File: config.mk
export PLATFORM = sky130hd
export DESIGN_NAME = wb_arbiter
export DESIGN_NICKNAME = d
export VERILOG_FILES = /design/src/rtl/cpu_parameters.sv /design/src/rtl/wb_slot.sv /design/src/rtl/wb_arbiter.sv
export SDC_FILE = /design/constraint.sdc
export NUM_CORES = 1
export LEC_CHECK = 0
export CORE_ASPECT_RATIO = 0.8
export CORE_MARGIN = 2
export CORE_UTILIZATION = 45
export CTS_CLUSTER_SIZE = 8
export DETAILED_ROUTE_END_ITERATION = 6
export GPL_ROUTABILITY_DRIVEN = 0
export HOLD_SLACK_MARGIN = 0.06
export PLACE_DENSITY = 0.82
export SLEW_MARGIN = 5
export SYNTH_ARGS = -nofsm -noshare
export SYNTH_HDL_FRONTEND = slang
export SYNTH_SLANG_ARGS = --single-unit
File: constraint.sdc
create_clock -name clk -period 4.35 [get_ports clk]
set_input_delay 0.6525 -clock clk [delete_from_list [all_inputs] [get_ports clk]]
set_output_delay 0.6525 -clock clk [all_outputs]
set_load 0.005 [all_outputs]
File: src/rtl/cpu_parameters.sv
// Shared CPU constants and write-back types used by the result arbiter.
package cpu_parameters;
    localparam int xlen = 32;
    localparam int nsrc = 3;

    typedef enum logic [1:0] {
        WB_MEM = 2'd0,
        WB_CSR = 2'd1,
        WB_ALU = 2'd2
    } wb_src_e;

    typedef struct packed {
        logic [xlen-1:0] data;
        logic [4:0]      rd;
        logic            v;
    } wb_entry_t;

    // Advance a source index modulo the three producers.
    function automatic logic [1:0] wb_inc3(input logic [1:0] idx);
        return (idx == 2'd2) ? 2'd0 : idx + 2'd1;
    endfunction
endpackage

File: src/rtl/wb_slot.sv
// One-entry holding register for a single result producer; a slot drained this
// cycle may be refilled in the same cycle, and writes to x0 are swallowed.
module wb_slot
    import cpu_parameters::*;
(
    input  logic            clk,
    input  logic            rst,
    input  logic [xlen-1:0] data,
    input  logic [4:0]      rd,
    input  logic            res_v,
    input  logic            grant,
    input  logic            flush,
    output logic            ready,
    output wb_entry_t       entry
);

    wb_entry_t entry_r;
    logic      load_s;

    // Handshake: accept when empty or being drained, never during a flush.
    always_comb begin
        ready  = !flush && (!entry_r.v || grant);
        load_s = res_v && ready && (rd != 5'd0);
    end

    // Slot state: flush beats load, load beats drain.
    always_ff @(posedge clk or posedge rst) begin
        if (rst) begin
            entry_r <= '0;
        end else if (flush) begin
            entry_r.v <= 1'b0;
        end else if (load_s) begin
            entry_r <= '{data: data, rd: rd, v: 1'b1};
        end else if (grant) begin
            entry_r.v <= 1'b0;
        end else begin
            entry_r <= entry_r;
        end
    end

    assign entry = entry_r;

endmodule

File: src/rtl/wb_arbiter.sv
// Register-file write-port arbiter for MEM, CSR and ALU results.
// Define WB_ARB_RR_EN for round-robin; otherwise fixed priority MEM > CSR > ALU.
module wb_arbiter
    import cpu_parameters::*;
#(
    parameter int XLEN = xlen
) (
    input  logic            clk,
    input  logic            rst,
    input  logic [XLEN-1:0] alu_res,
    input  logic [4:0]      alu_rd,
    input  logic            alu_res_v,
    output logic            alu_ready,
    input  logic [XLEN-1:0] mem_res,
    input  logic [4:0]      mem_rd,
    input  logic            mem_res_v,
    output logic            mem_ready,
    input  logic [XLEN-1:0] csr_res,
    input  logic [4:0]      csr_rd,
    input  logic            csr_res_v,
    output logic            csr_ready,
    input  logic            flush,
    output logic [XLEN-1:0] result,
    output logic [4:0]      rd,
    output logic            result_v,
    output logic            busy
);

    wb_entry_t       slot_e [nsrc];
    logic [2:0]      ready_s;
    logic [2:0]      grant_s;
    logic [2:0]      occ_s;
    logic [1:0]      gidx_s;
    logic            grant_any_s;
    logic [XLEN-1:0] last_data_r;
    logic [4:0]      last_rd_r;

    wb_slot u_mem (.clk(clk), .rst(rst), .data(mem_res), .rd(mem_rd), .res_v(mem_res_v),
                   .grant(grant_s[WB_MEM]), .flush(flush), .ready(ready_s[WB_MEM]), .entry(slot_e[WB_MEM]));
    wb_slot u_csr (.clk(clk), .rst(rst), .data(csr_res), .rd(csr_rd), .res_v(csr_res_v),
                   .grant(grant_s[WB_CSR]), .flush(flush), .ready(ready_s[WB_CSR]), .entry(slot_e[WB_CSR]));
    wb_slot u_alu (.clk(clk), .rst(rst), .data(alu_res), .rd(alu_rd), .res_v(alu_res_v),
                   .grant(grant_s[WB_ALU]), .flush(flush), .ready(ready_s[WB_ALU]), .entry(slot_e[WB_ALU]));

    assign occ_s     = {slot_e[WB_ALU].v, slot_e[WB_CSR].v, slot_e[WB_MEM].v};
    assign mem_ready = ready_s[WB_MEM];
    assign csr_ready = ready_s[WB_CSR];
    assign alu_ready = ready_s[WB_ALU];
    assign busy      = |occ_s;

`ifdef WB_ARB_RR_EN
    logic [1:0] ptr_r;
    logic [1:0] cand_s;
    logic       found_s;

    // Round-robin pick: first occupied slot at or after the pointer.
    always_comb begin
        grant_s = 3'b000;
        gidx_s  = 2'd0;
        found_s = 1'b0;
        cand_s  = ptr_r;
        for (int k = 0; k < nsrc; k++) begin
            if (!flush && !found_s && occ_s[cand_s]) begin
                grant_s[cand_s] = 1'b1;
                gidx_s          = cand_s;
                found_s         = 1'b1;
            end else begin
                found_s = found_s;
            end
            cand_s = wb_inc3(cand_s);
        end
    end

    // Pointer moves past the winner only on cycles that actually grant.
    always_ff @(posedge clk or posedge rst) begin
        if (rst) begin
            ptr_r <= 2'd0;
        end else if (grant_any_s) begin
            ptr_r <= wb_inc3(gidx_s);
        end else begin
            ptr_r <= ptr_r;
        end
    end
`else
    // Fixed priority pick: MEM, then CSR, then ALU.
    always_comb begin
        grant_s = 3'b000;
        gidx_s  = 2'd0;
        if (flush) begin
            grant_s = 3'b000;
        end else if (occ_s[WB_MEM]) begin
            grant_s[WB_MEM] = 1'b1;
            gidx_s          = WB_MEM;
        end else if (occ_s[WB_CSR]) begin
            grant_s[WB_CSR] = 1'b1;
            gidx_s          = WB_CSR;
        end else if (occ_s[WB_ALU]) begin
            grant_s[WB_ALU] = 1'b1;
            gidx_s          = WB_ALU;
        end else begin
            grant_s = 3'b000;
        end
    end
`endif

    assign grant_any_s = |grant_s;

    // Remember the last written value so idle cycles keep result/rd stable.
    always_ff @(posedge clk or posedge rst) begin
        if (rst) begin
            last_data_r <= '0;
            last_rd_r   <= 5'd0;
        end else if (grant_any_s) begin
            last_data_r <= slot_e[gidx_s].data;
            last_rd_r   <= slot_e[gidx_s].rd;
        end else begin
            last_data_r <= last_data_r;
            last_rd_r   <= last_rd_r;
        end
    end

    // Output mux driven only from slot registers, never from incoming valids.
    always_comb begin
        result   = last_data_r;
        rd       = last_rd_r;
        result_v = 1'b0;
        if (grant_any_s) begin
            result   = slot_e[gidx_s].data;
            rd       = slot_e[gidx_s].rd;
            result_v = 1'b1;
        end else begin
            result_v = 1'b0;
        end
    end

endmodule
==> results.json <==
{
  "status": "finished, final reports clean",
  "hp-class": "flop to flop",
  "end_kind": "primary output",
  "final_nets": 820,
  "drt_iter0_drc": 319,
  "start_util_pct": 46.4,
  "hpwl_mm": 11.6,
  "ys_ff_latch": 151,
  "regToRegEndpoint": "u_alu.entry[19]",
  "syn_nets": 674,
  "wl_per_cell_um": 19.5,
  "grt_pass1_vias": 5408,
  "synth_edf_count": 0,
  "core_area_sq_um": 14400,
  "rsz0062_at_grt": "false",
  "min_to": "u_mem.entry[2]",
  "cp.depth": 4,
  "cp-start-kind": "flop",
  "fp.dieH_um": 113,
  "crit_top_cell": "a21oi_1",
  "cts_tree": "done",
  "finalHoldViolations": 0,
  "ctsHoldBuffers": 0,
  "fin_area_sq_um": 9020,
  "syn-cell-area_sq_um": 6680,
  "final_cell_mix": "clkdlybuf4s50_1 (158), dfrtp_1 (149), a21oi_1 (106)",
  "drc": 0,
  "seq_area_frac_synth_pct": 56.6,
  "ios": 159,
  "fin_crit_ns": 3.88,
  "setup_viol": 0,
  "cp.arrival_ns": 3.23,
  "critPathKind": "flop to primary output",
  "cts_max_level": 4,
  "timing.rr.start": "u_mem.entry[0]",
  "dieWidth_um": 140,
  "drv_cap": 0,
  "holdPathStages": 2,
  "clkSinkCount": 151,
  "power.leakage_uw": 0.00364,
  "nFillCells": 1079,
  "period_share_pct": 89.2,
  "ys_warn_count": 0,
  "synth_flop_cell": "dfrtp_1",
  "clockBufferDepth": 2,
  "final_cells": 900,
  "grt-ovfl-total": 0,
  "crit_path_top_delay_cell": "o21ai_4",
  "r2r_slack_ns": 1.26,
  "ctsResizeCount": 0,
  "final_common_cell": "clkdlybuf4s50_1",
  "drtPass1Iterations": 5,
  "powerDensity_nw_per_um2": 464,
  "dpl_cell_area_sq_um": 8420,
  "utilization_pct": 62.7,
  "slew_headroom_pct": 25.6,
  "synth.avg_cell_area_sq_um": 12.0,
  "grt_first_pass_wirelength_mm": 28.4,
  "dp_cells": 868,
  "antenna_found_initial": 0,
  "cts.clk_slew.worst_paths_ns": 0.06,
  "cpLargestDelayFamily": "compound AO/OA/AOI/OAI gates",
  "cp_max_fo": 37,
  "tightest_slew_ns": 1.12,
  "fmax_mhz": 258,
  "grt_max_degree": 73,
  "die-area_sq_um": 15800,
  "synth_cells": 557,
  "skew_ns": 0.00914,
  "vdd_ir_drop_max_mv": 0.294,
  "cts_setup_buffers": 0,
  "diodes": 0,
  "num_vias": 5012,
  "std_cell_rows": 39,
  "hold_start": "u_mem.entry[2]",
  "grt.total_usage_pct": 23.2,
  "routed_wirelength_mm": 17.6,
  "io_buffers": 158,
  "crit_required_ns": 3.70,
  "crit_chain": "o21ai_4, a21oi_1, a21oi_1, clkdlybuf4s50_1",
  "fin_setup_tns_ns": 0,
  "root_buffer": "clkbuf_16",
  "worstRegToRegCells": 5,
  "maxSlewViolCount": 0,
  "cp.buffers_inverters": 1,
  "final_antenna_net_count": 0,
  "areaGrowthSynthToFinish_pct": 35.1,
  "cpPeakStageDelay_ns": 1.03,
  "async_flop_share_pct": 100,
  "drive_above_1_share_pct": 21.8,
  "cts-buffers-inserted": 17,
  "clk_latency_ns": 0.43,
  "vias_per_cell": 5.57,
  "ys_types": 28
}
[worst min-delay path, stage by stage (launching register included)]
cell and delay (ns):
dfrtp_1 0.35, nand2_1 0.05, nand2_1 0.05
[sequential cells by signal (all words and copies together) (netlist names)]
register,count
u_csr.entry,38
u_mem.entry,38
last_rd_r,5
last_data_r,32
u_alu.entry,38
[worst max path at each step]
stage	to	slack, ns	start
4_1_cts	result[6]	0.46	u_alu.entry[0]
3_5_place_dp	result[26]	0.71	flush
6_report	result[7]	0.47	u_alu.entry[0]
3_3_place_gp	result[6]	0.74	flush
2_1_floorplan	last_data_r[0]	1.79	rst
5_1_grt	result[6]	0.25	u_alu.entry[0]
[final cells by class]
type	count	area [sq um]	share of cell area, %
clock buffers	18	429	4.76
clock inverters	14	176	1.96
inverters	4	18.8	0.208
multi-input cells	359	2690	29.8
flip-flops and latches	151	3780	41.9
well taps	184	230	2.55
repair buffers	170	1700	18.8
[logic make-up after synthesis]
family	Yosys count	synth area share, %
mux	104	18.5
flops	151	56.6
compound gates	120	9.39
buf+inv	47	3.48
simple gates	135	12.0
[power by group]
part | switching, uW | leakage [uW] | internal [uW]
clock | 596 | 0.000279 | 906
sequential | 146 | 0.00176 | 1670
combinational | 348 | 0.00160 | 517
total | 1090 | 0.00364 | 3100
[synth_stat cells (all sizes together), types with 2 or more instances]
library cell  number  area, sq um
a31oi              2         12.5
nor2              38          143
and2               2         12.5
or4                3         22.5
mux2             104         1240
or2                2         12.5
nand3b            70          526
a21oi            106          531
nand2             15         56.3
dfrtp            151         3780
inv                4         15.0
nor2b              3         18.8
buf               15          113
a22oi              2         15.0
clkbuf            28          105
o21ai              5         25.0
[through the flow]
stage	hold WS (ns)	worst slack [ns]	total power, uW
after detailed placement	0.468	0.708	2700
after floorplan	0.446	1.79	2260
after global routing	0.511	0.248	4380
after CTS	0.482	0.460	4220
after global placement	0.460	0.740	2660
final	0.485	0.468	4190
[metal layers]
metal / track usage [%] / vias to the layer above / routed length, um / share of wire, %
li1: - / 2266 / - / -
met1: 29.7 / 2501 / 7520 / 43
met2: 37.2 / 209 / 8170 / 46
met3: 7.49 / 36 / 1460 / 8.3
met4: 8.89 / 0 / 424 / 2.4
met5: 0 / - / 0 / 0
(Power assumes the default switching activity.)
